===== src/rtl/linked_list_fifo_drain_pkg.sv =====
// -----------------------------------------------------------------------------
// linked_list_fifo_drain_pkg
// Shared definitions for the linked-list FIFO drain stage:
//   - drain_state_t : INIT / RUN state encoding used by the top-level FSM
//   - log2()        : number of bits needed to represent a value, used to size
//                     queue indices, FIFO addresses and counters
//   - SKID_ENTRIES  : depth of the output skid buffer
// -----------------------------------------------------------------------------
package linked_list_fifo_drain_pkg;

    typedef enum logic [0:0] {
        ST_INIT = 1'b0,
        ST_RUN  = 1'b1
    } drain_state_t;

    localparam int SKID_ENTRIES = 2;

    // Bits needed to hold 'value' (log2(7)=3, log2(31)=5); never less than 1.
    function automatic int log2(input int value);
        int bits;
        bits = 1;
        for (int i = 0; i < 31; i++) begin
            if (value >= (1 << i)) begin
                bits = i + 1;
            end
        end
        return bits;
    endfunction

endpackage


===== src/rtl/linked_list_fifo_drain_rr_arbiter.sv =====
// -----------------------------------------------------------------------------
// linked_list_fifo_drain_rr_arbiter
// Purely combinational round-robin arbiter. Picks the first asserted request
// at or after rr_ptr, wrapping modulo FIFOS.
// Ports:
//   req         in  FIFOS       one request bit per queue
//   rr_ptr      in  LOG2_FIFOS  queue with highest priority this cycle
//   grant       out FIFOS       one-hot grant (all zero when nothing requests)
//   grant_idx   out LOG2_FIFOS  index of the granted queue
//   grant_valid out 1           some request was granted
// -----------------------------------------------------------------------------
module linked_list_fifo_drain_rr_arbiter
    import linked_list_fifo_drain_pkg::*;
#(
    parameter int FIFOS      = 8,
    parameter int LOG2_FIFOS = log2(FIFOS - 1)
) (
    input  logic [FIFOS-1:0]      req,
    input  logic [LOG2_FIFOS-1:0] rr_ptr,
    output logic [FIFOS-1:0]      grant,
    output logic [LOG2_FIFOS-1:0] grant_idx,
    output logic                  grant_valid
);

    logic [LOG2_FIFOS-1:0] idx;

    // Walk the queues starting at rr_ptr; the first requester wins and later
    // ones are masked by grant_valid.
    always_comb begin
        grant       = '0;
        grant_idx   = '0;
        grant_valid = 1'b0;
        idx         = '0;
        for (int off = 0; off < FIFOS; off++) begin
            idx = LOG2_FIFOS'((int'(rr_ptr) + off) % FIFOS);
            if (!grant_valid && req[idx]) begin
                grant_valid = 1'b1;
                grant[idx]  = 1'b1;
                grant_idx   = idx;
            end
        end
    end

endmodule


===== src/rtl/linked_list_fifo_drain.sv =====
// -----------------------------------------------------------------------------
// linked_list_fifo_drain
// Downstream drain stage for the multi-queue linked-list FIFO. It snoops the
// FIFO push side to track per-queue occupancy, pops non-empty queues in
// round-robin order and forwards the FIFO's registered q, tagged with its
// queue number, through a 2-entry skid buffer on a valid/ready interface.
// Ports:
//   clk              in  1                    clock
//   rst_n            in  1                    asynchronous active-low reset
//   snoop_push       in  1                    copy of FIFO push
//   snoop_push_fifo  in  LOG2_FIFOS           copy of FIFO push_fifo
//   pop              out 1                    FIFO pop (combinational)
//   pop_fifo         out LOG2_FIFOS           FIFO pop_fifo (combinational)
//   fifo_q           in  WIDTH                FIFO q, valid the cycle after pop
//   out_valid        out 1                    output word valid
//   out_ready        in  1                    consumer accepts the word
//   out_data         out WIDTH                output word
//   out_fifo         out LOG2_FIFOS           source queue of out_data
//   occupancy        out (LOG2_DEPTH+1)*FIFOS per-queue counts, queue i at
//                                             [i*(LOG2_DEPTH+1) +: LOG2_DEPTH+1]
//   busy             out 1                    INIT, or any count/in-flight/
//                                             buffered word nonzero
// -----------------------------------------------------------------------------
module linked_list_fifo_drain
    import linked_list_fifo_drain_pkg::*;
#(
    parameter int WIDTH       = 8,
    parameter int DEPTH       = 32,
    parameter int FIFOS       = 8,
    parameter int LOG2_FIFOS  = log2(FIFOS - 1),
    parameter int LOG2_DEPTH  = log2(DEPTH - 1),
    parameter int INIT_CYCLES = DEPTH + 4
) (
    input  logic                            clk,
    input  logic                            rst_n,
    input  logic                            snoop_push,
    input  logic [LOG2_FIFOS-1:0]           snoop_push_fifo,
    output logic                            pop,
    output logic [LOG2_FIFOS-1:0]           pop_fifo,
    input  logic [WIDTH-1:0]                fifo_q,
    output logic                            out_valid,
    input  logic                            out_ready,
    output logic [WIDTH-1:0]                out_data,
    output logic [LOG2_FIFOS-1:0]           out_fifo,
    output logic [(LOG2_DEPTH+1)*FIFOS-1:0] occupancy,
    output logic                            busy
);

    localparam int CNT_W  = LOG2_DEPTH + 1;
    localparam int INIT_W = log2(INIT_CYCLES - 1);

    drain_state_t          state;
    drain_state_t          state_next;
    logic [INIT_W-1:0]     init_cnt;
    logic                  is_run;

    logic [CNT_W-1:0]      occ [FIFOS];
    logic [FIFOS-1:0]      push_hit;
    logic [FIFOS-1:0]      pop_hit;
    logic [FIFOS-1:0]      eligible;
    logic                  any_occ;

    logic [LOG2_FIFOS-1:0] rr_ptr;
    logic [FIFOS-1:0]      grant;
    logic [LOG2_FIFOS-1:0] grant_idx;
    logic                  grant_valid;

    logic                  inflight;
    logic [LOG2_FIFOS-1:0] inflight_tag;

    logic [WIDTH-1:0]      buf_data [SKID_ENTRIES];
    logic [LOG2_FIFOS-1:0] buf_tag  [SKID_ENTRIES];
    logic                  wr_ptr;
    logic                  rd_ptr;
    logic [1:0]            buf_count;
    logic                  out_xfer;
    logic [2:0]            outstanding;
    logic                  credit_ok;

    assign is_run = (state == ST_RUN);

    // State register. INIT is re-entered only through reset.
    always_ff @(posedge clk or negedge rst_n) begin
        if (!rst_n) begin
            state <= ST_INIT;
        end else begin
            state <= state_next;
        end
    end

    // Init counter: gives the FIFO time to build its free list before the
    // first pop. It parks at its final value once RUN is reached.
    always_ff @(posedge clk or negedge rst_n) begin
        if (!rst_n) begin
            init_cnt <= '0;
        end else if (state == ST_INIT && init_cnt != INIT_W'(INIT_CYCLES - 1)) begin
            init_cnt <= init_cnt + 1'b1;
        end
    end

    // Next-state and pop outputs. Pop is combinational so the FIFO sees it in
    // the same cycle; it needs a granted queue and a free slot downstream.
    always_comb begin
        state_next = state;
        pop        = 1'b0;
        pop_fifo   = '0;
        case (state)
            ST_INIT: begin
                if (init_cnt == INIT_W'(INIT_CYCLES - 1)) begin
                    state_next = ST_RUN;
                end
            end
            ST_RUN: begin
                if (grant_valid && credit_ok) begin
                    pop      = 1'b1;
                    pop_fifo = grant_idx;
                end
            end
            default: state_next = ST_INIT;
        endcase
    end

    // Per-queue push/pop strobes and eligibility. Eligibility looks only at
    // the registered count, so a push landing this cycle cannot trigger a pop
    // of a list the FIFO has not linked yet.
    always_comb begin
        push_hit = '0;
        pop_hit  = '0;
        eligible = '0;
        any_occ  = 1'b0;
        for (int i = 0; i < FIFOS; i++) begin
            push_hit[i] = is_run && snoop_push && (snoop_push_fifo == LOG2_FIFOS'(i));
            pop_hit[i]  = pop && (pop_fifo == LOG2_FIFOS'(i));
            eligible[i] = is_run && (occ[i] != '0);
            any_occ     = any_occ || (occ[i] != '0);
        end
    end

    // Occupancy counters. A push and a pop on the same queue cancel out.
    always_ff @(posedge clk or negedge rst_n) begin
        if (!rst_n) begin
            for (int i = 0; i < FIFOS; i++) begin
                occ[i] <= '0;
            end
        end else begin
            for (int i = 0; i < FIFOS; i++) begin
                if (push_hit[i] && !pop_hit[i]) begin
                    occ[i] <= occ[i] + 1'b1;
                end else if (pop_hit[i] && !push_hit[i]) begin
                    occ[i] <= occ[i] - 1'b1;
                end
            end
        end
    end

    // Counts must stay within 0..DEPTH; crossing either bound means the
    // snooped push stream and this block have fallen out of step.
    for (genvar g = 0; g < FIFOS; g++) begin : g_occ_bounds
        assert property (@(posedge clk) disable iff (!rst_n)
            (push_hit[g] && !pop_hit[g]) |-> (occ[g] != CNT_W'(DEPTH)));
        assert property (@(posedge clk) disable iff (!rst_n)
            (pop_hit[g] && !push_hit[g]) |-> (occ[g] != '0));
    end

    // Pack the count array onto the flat occupancy port.
    always_comb begin
        occupancy = '0;
        for (int i = 0; i < FIFOS; i++) begin
            occupancy[i*CNT_W +: CNT_W] = occ[i];
        end
    end

    linked_list_fifo_drain_rr_arbiter #(
        .FIFOS      (FIFOS),
        .LOG2_FIFOS (LOG2_FIFOS)
    ) u_rr_arbiter (
        .req         (eligible),
        .rr_ptr      (rr_ptr),
        .grant       (grant),
        .grant_idx   (grant_idx),
        .grant_valid (grant_valid)
    );

    // Round-robin pointer moves just past the queue that was actually popped.
    always_ff @(posedge clk or negedge rst_n) begin
        if (!rst_n) begin
            rr_ptr <= '0;
        end else if (pop) begin
            if (grant_idx == LOG2_FIFOS'(FIFOS - 1)) begin
                rr_ptr <= '0;
            end else begin
                rr_ptr <= grant_idx + 1'b1;
            end
        end
    end

    // Credit: words already owed to the buffer (stored plus in flight), less
    // the one leaving this cycle, must leave room for one more.
    assign out_xfer    = out_valid && out_ready;
    assign outstanding = {1'b0, buf_count} + {2'b00, inflight} - {2'b00, out_xfer};
    assign credit_ok   = (outstanding < 3'd2);

    // In-flight marker: the FIFO's q is valid the cycle after a pop, so the
    // tag is delayed by one cycle to line up with it.
    always_ff @(posedge clk or negedge rst_n) begin
        if (!rst_n) begin
            inflight     <= 1'b0;
            inflight_tag <= '0;
        end else begin
            inflight     <= pop;
            inflight_tag <= pop_fifo;
        end
    end

    // Two-entry skid buffer kept as a tiny circular FIFO. Write and read in
    // the same cycle both take effect and leave the count unchanged.
    always_ff @(posedge clk or negedge rst_n) begin
        if (!rst_n) begin
            for (int i = 0; i < SKID_ENTRIES; i++) begin
                buf_data[i] <= '0;
                buf_tag[i]  <= '0;
            end
            wr_ptr    <= 1'b0;
            rd_ptr    <= 1'b0;
            buf_count <= 2'd0;
        end else begin
            if (inflight) begin
                buf_data[wr_ptr] <= fifo_q;
                buf_tag[wr_ptr]  <= inflight_tag;
                wr_ptr           <= ~wr_ptr;
            end
            if (out_xfer) begin
                rd_ptr <= ~rd_ptr;
            end
            case ({inflight, out_xfer})
                2'b10:   buf_count <= buf_count + 2'd1;
                2'b01:   buf_count <= buf_count - 2'd1;
                default: buf_count <= buf_count;
            endcase
        end
    end

    assign out_valid = (buf_count != 2'd0);
    assign out_data  = buf_data[rd_ptr];
    assign out_fifo  = buf_tag[rd_ptr];
    assign busy      = (state == ST_INIT) || any_occ || inflight || (buf_count != 2'd0);

endmodule


===== config.mk =====
export PLATFORM = sky130hd
export DESIGN_NAME = linked_list_fifo_drain
export DESIGN_NICKNAME = d
export VERILOG_FILES = /design/src/rtl/linked_list_fifo_drain_pkg.sv /design/src/rtl/linked_list_fifo_drain_rr_arbiter.sv /design/src/rtl/linked_list_fifo_drain.sv
export SDC_FILE = /design/constraint.sdc
export NUM_CORES = 1
export LEC_CHECK = 0
export BUFFER_PORTS_ARGS = -buffer_cell sky130_fd_sc_hd__buf_2
export CAP_MARGIN = 20
export CORE_MARGIN = 5
export CORE_UTILIZATION = 53
export CTS_BUF_LIST = sky130_fd_sc_hd__clkbuf_8 sky130_fd_sc_hd__clkbuf_16
export DETAILED_ROUTE_END_ITERATION = 10
export GPL_ROUTABILITY_DRIVEN = 0
export HOLD_SLACK_MARGIN = 0.05
export PLACE_DENSITY = 0.77
export RECOVER_POWER = 25
export SYNTH_ARGS = -nofsm -noshare
export SYNTH_HDL_FRONTEND = slang
export SYNTH_SLANG_ARGS = --single-unit

===== constraint.sdc =====
create_clock -name clk -period 5.2 [get_ports clk]
set_input_delay 1.04 -clock clk [delete_from_list [all_inputs] [get_ports clk]]
set_output_delay 1.04 -clock clk [all_outputs]
set_load 0.005 [all_outputs]

==> impl_metrics.csv <==
group,metric,value,unit
status,status,"finished with violations",
status,violations,"capacitance limit, slew limit",
grt,met2_usage,36.0,%
finish,fin_nets,802,
grt,grt.busiest_layer,"met2",
synth,synth_top_family_by_area,"simple AND/OR/NAND/NOR gates",
floorplan,ios,80,
synth,synth_enable_flop_cells,0,
synth,synth_flop_cell,"dfrtp_1",
synth,synth_seq_cells,88,
worst_setup_path,cp_max_fo,5,
grt,grt_first_pass_wirelength,25.4,mm
detailed_routing,drt-pass1-iter-count,5,
synth,syn_area,6210,µm²
placed_design,pre_cts_ws,-0.0918,ns
detailed_routing,drcViolationCount,0,
detailed_routing,viasPerCell,5.96,
grt,met3_usage,3.92,%
power,leakage,3.34,nW
detailed_routing,wl_per_cell,17.2,µm
timing,timing.hold.ws,0.472,ns
worst_setup_path,worstPathRequired,5.43,ns
synth,synth-compound-area-share,14.9,%
placed_design,post_dp_cell_area,6820,µm²
grt,track_usage,21.6,%
placed_design,dp_cells,856,
synth,syn_inst,631,
finish,final_cell_mix,"86 x dfrtp_1, 78 x buf_2, 57 x nand2_1",
worst_setup_path,timing.rr.end,"occupancy[29]$_DFFE_PN0P_",
detailed_routing,route.final.wire_length,15.1,mm
grt,use_met1,26.9,%
timing,fin_ws,0.0932,ns
synth,synthSimpleGateAreaFrac,15.5,%
timing,hold_violations,0,
worst_setup_path,crit_type,"reg -> reg",
placed_design,place_hpwl,11.5,mm
synth,yosysWarnings,0,
min_path,holdPathStages,1,
clock_tree,cts_inserted_buffers,9,
floorplan,start_util,54.1,%
timing,rsz0062_at_grt,"true",
job,max_cap_viol_count,1,
synth,yosys.area_share.adder,12.4,%
detailed_routing,ant_nets,0,
synth,synth_mux_area_share,8.31,%
worst_setup_path,r2r_cells,18,
detailed_routing,via_count,5229,
grt,grt_overflow,0,
clock_tree,clock-sinks,88,
timing,period_minus_slack,5.11,ns
timing,fin_crit_sh,98.2,%
grt,antenna_found_initial,0,
power,power,0.00532,W
floorplan,fp.dieArea,14000,µm²
finish,diodes,0,
synth,synth_nets,702,
floorplan,core_area,11500,µm²
finish,fin_area,7270,µm²
timing,fmax,0.196,GHz
worst_setup_path,crit_arrival,5.34,ns
synth,synth_area_leaders,"dfrtp_1 35%, ha_1 9.5%, mux2_2 6.9%",
floorplan,num_rows,39,
min_path,whs_endpoint,"init_cnt[5]$_DFFE_PN0P_",
worst_setup_path,rr_startpoint,"occupancy[7]$_DFFE_PN0P_",
finish,area_growth,17.1,%
synth,synth.top_cell.area_share,35.5,%
clock_tree,root_buffer,"clkbuf_16",
finish,drive_gt1_share,28.7,%
timing,setup_viol,0,
clock_tree,clk_pin_slew,0.06,ns
floorplan,die_h,118,µm
clock_tree,htree_num_levels,3,
detailed_routing,drtIter0Drc,339,
timing,report.final.slew_viol_count,39,
timing,finClkSkew,0.00963,ns
min_path,min_path_type,"reg -> reg",
worst_setup_path,ff2ff_setup_slack,0.09,ns
floorplan,die_width,118,µm
timing,worst_slew_pin_slew,2.10,ns
synth,yosysSeqAreaShare,35.5,%
synth,synth.largest_area_cell,"dfrtp_1",
synth,async_reset_ff_share,100,%
clock_tree,clock_latency,0.35,ns
synth,yosysUniqueCellTypes,71,
grt,grt_pass1_vias,5319,
worst_setup_path,endpoint_kind,"flop",
finish,layout.cells.non_filler,878,
finish,final_common_cell,"dfrtp_1",
power,peakVddDrop,0.000357,V
clock_tree,hold_buffers,0,
synth,avgSynthCellArea,9.84,µm²
clock_tree,cts_tree,"done",
clock_tree,clockBufferDepth,2,
placed_design,port_buffers,79,
worst_setup_path,start_kind,"flop",
power,powerDensity,732,nW/µm²
grt,grt_max_degree,52,
synth,synth_xor_area_share,8.75,%
timing,slew_headroom,-39.8,%
min_path,hold_path.startpoint,"init_cnt[5]$_DFFE_PN0P_",
==> per-layer routing <==
layer	vias to the layer above	share of wire [%]	routed length, µm
met2	197	48	7310
li1	2459	-	-
met1	2517	41	6220
met4	0	4.3	646
met5	-	0	0
met3	56	6.3	947
==> area by class of cell <==
| type | count | area (µm²) |
|---|---|---|
| Sequential cell | 88 | 2200 |
| Tap cell | 143 | 179 |
| Fill cell | 901 | 4200 |
| Inverter | 40 | 150 |
| Clock buffer | 12 | 267 |
| Multi-Input combinational cell | 482 | 3800 |
| Clock inverter | 3 | 41.3 |
| Timing Repair Buffer | 110 | 627 |
==> Yosys cell counts (all sizes together), types with 2 or more instances <==
cell type and count:
nand3b 2, xnor2 35, clkinv 2, a2111oi 2, ha 47, nor4b 3, o21ai 32, or2 2
or4 4, o2bb2ai 2, o21bai 9, a21oi 33, mux4 3, fa 9, nand4 2, inv 38
a221o 2, and4 3, a21o 15, nor2 43, mux2i 2, clkbuf 17, nor3 10, nand3 26
nand2b 4, a32oi 5, a31oi 3, buf 4, and2 11, dfrtp 88, xor2 27, o22ai 2
a221oi 6, nand2 58, mux2 38, nor4 7, or3 9, o211ai 9
==> kinds of logic (layout without fill, tap and decap cells) <==
family / after synthesis / count (layout)
compound gates: 133 / 133
xor+xnor: 62 / 62
fa+ha+maj: 56 / 56
buf+inv: 61 / 165
flops: 88 / 88
mux: 43 / 43
simple gates: 188 / 188
==> metrics by stage <==
stage,utilization (%),TNS (ns)
floorplan,-,0
global placement,59.5,0
detailed placement,59.5,-0.0918
CTS,62.2,0
global route,63.4,-0.0374
finish,63.4,0
==> critical path: stages (launching register included) <==
cell and delay, ns:
dfrtp_1 0.39, or4_4 0.55, or3_4 0.38, mux4_2 0.53, a2111oi_1 0.43, o221ai_1 0.19
o2bb2ai_1 0.21, and2_2 0.24, or3_1 0.40, ha_1 0.24, inv_1 0.14, ha_1 0.26
a21o_1 0.20, a21oi_2 0.17, o21bai_1 0.10, a21oi_2 0.19, xnor2_1 0.15, nor2_1 0.07
xor2_1 0.14
==> sequential cells by signal, summed over array words and instances (netlist names), 2 cells and up <==
register,cells
occupancy,48
buf_count,2
inflight_tag,3
buf_data,16
init_cnt,6
buf_tag,6
rr_ptr,3
==> worst max-delay path by stage <==
| stage | start | endpoint | slack, ns | depth (start not counted) |
|---|---|---|---|---|
| 2_1_floorplan | rr_ptr[0]$_DFFE_PN0P_ | occupancy[29]$_DFFE_PN0P_ | 0.10 | 23 |
| 3_3_place_gp | out_ready | occupancy[29]$_DFFE_PN0P_ | 0.13 | 20 |
| 3_5_place_dp | out_ready | occupancy[29]$_DFFE_PN0P_ | -0.09 | 20 |
| 4_1_cts | rr_ptr[0]$_DFFE_PN0P_ | occupancy[29]$_DFFE_PN0P_ | 0.05 | 20 |
| 5_1_grt | occupancy[7]$_DFFE_PN0P_ | occupancy[29]$_DFFE_PN0P_ | -0.04 | 18 |
| 6_report | occupancy[7]$_DFFE_PN0P_ | occupancy[29]$_DFFE_PN0P_ | 0.09 | 18 |
==> repair_timing <==
item / CTS / global route
buffers inserted: 0 / 7
gates resized for setup: 1 / 22
endpoints found under the setup margin: 1 / 8
pin swaps: 0 / 8
==> power by group <==
part	switching (W)	leakage, nW	internal, W
combinational	0.00177	2.11	0.00154
clock	0.000258	0.152	0.000407
sequential	0.000349	1.08	0.000991
total	0.00238	3.34	0.00294
(Power assumes the default switching activity.)
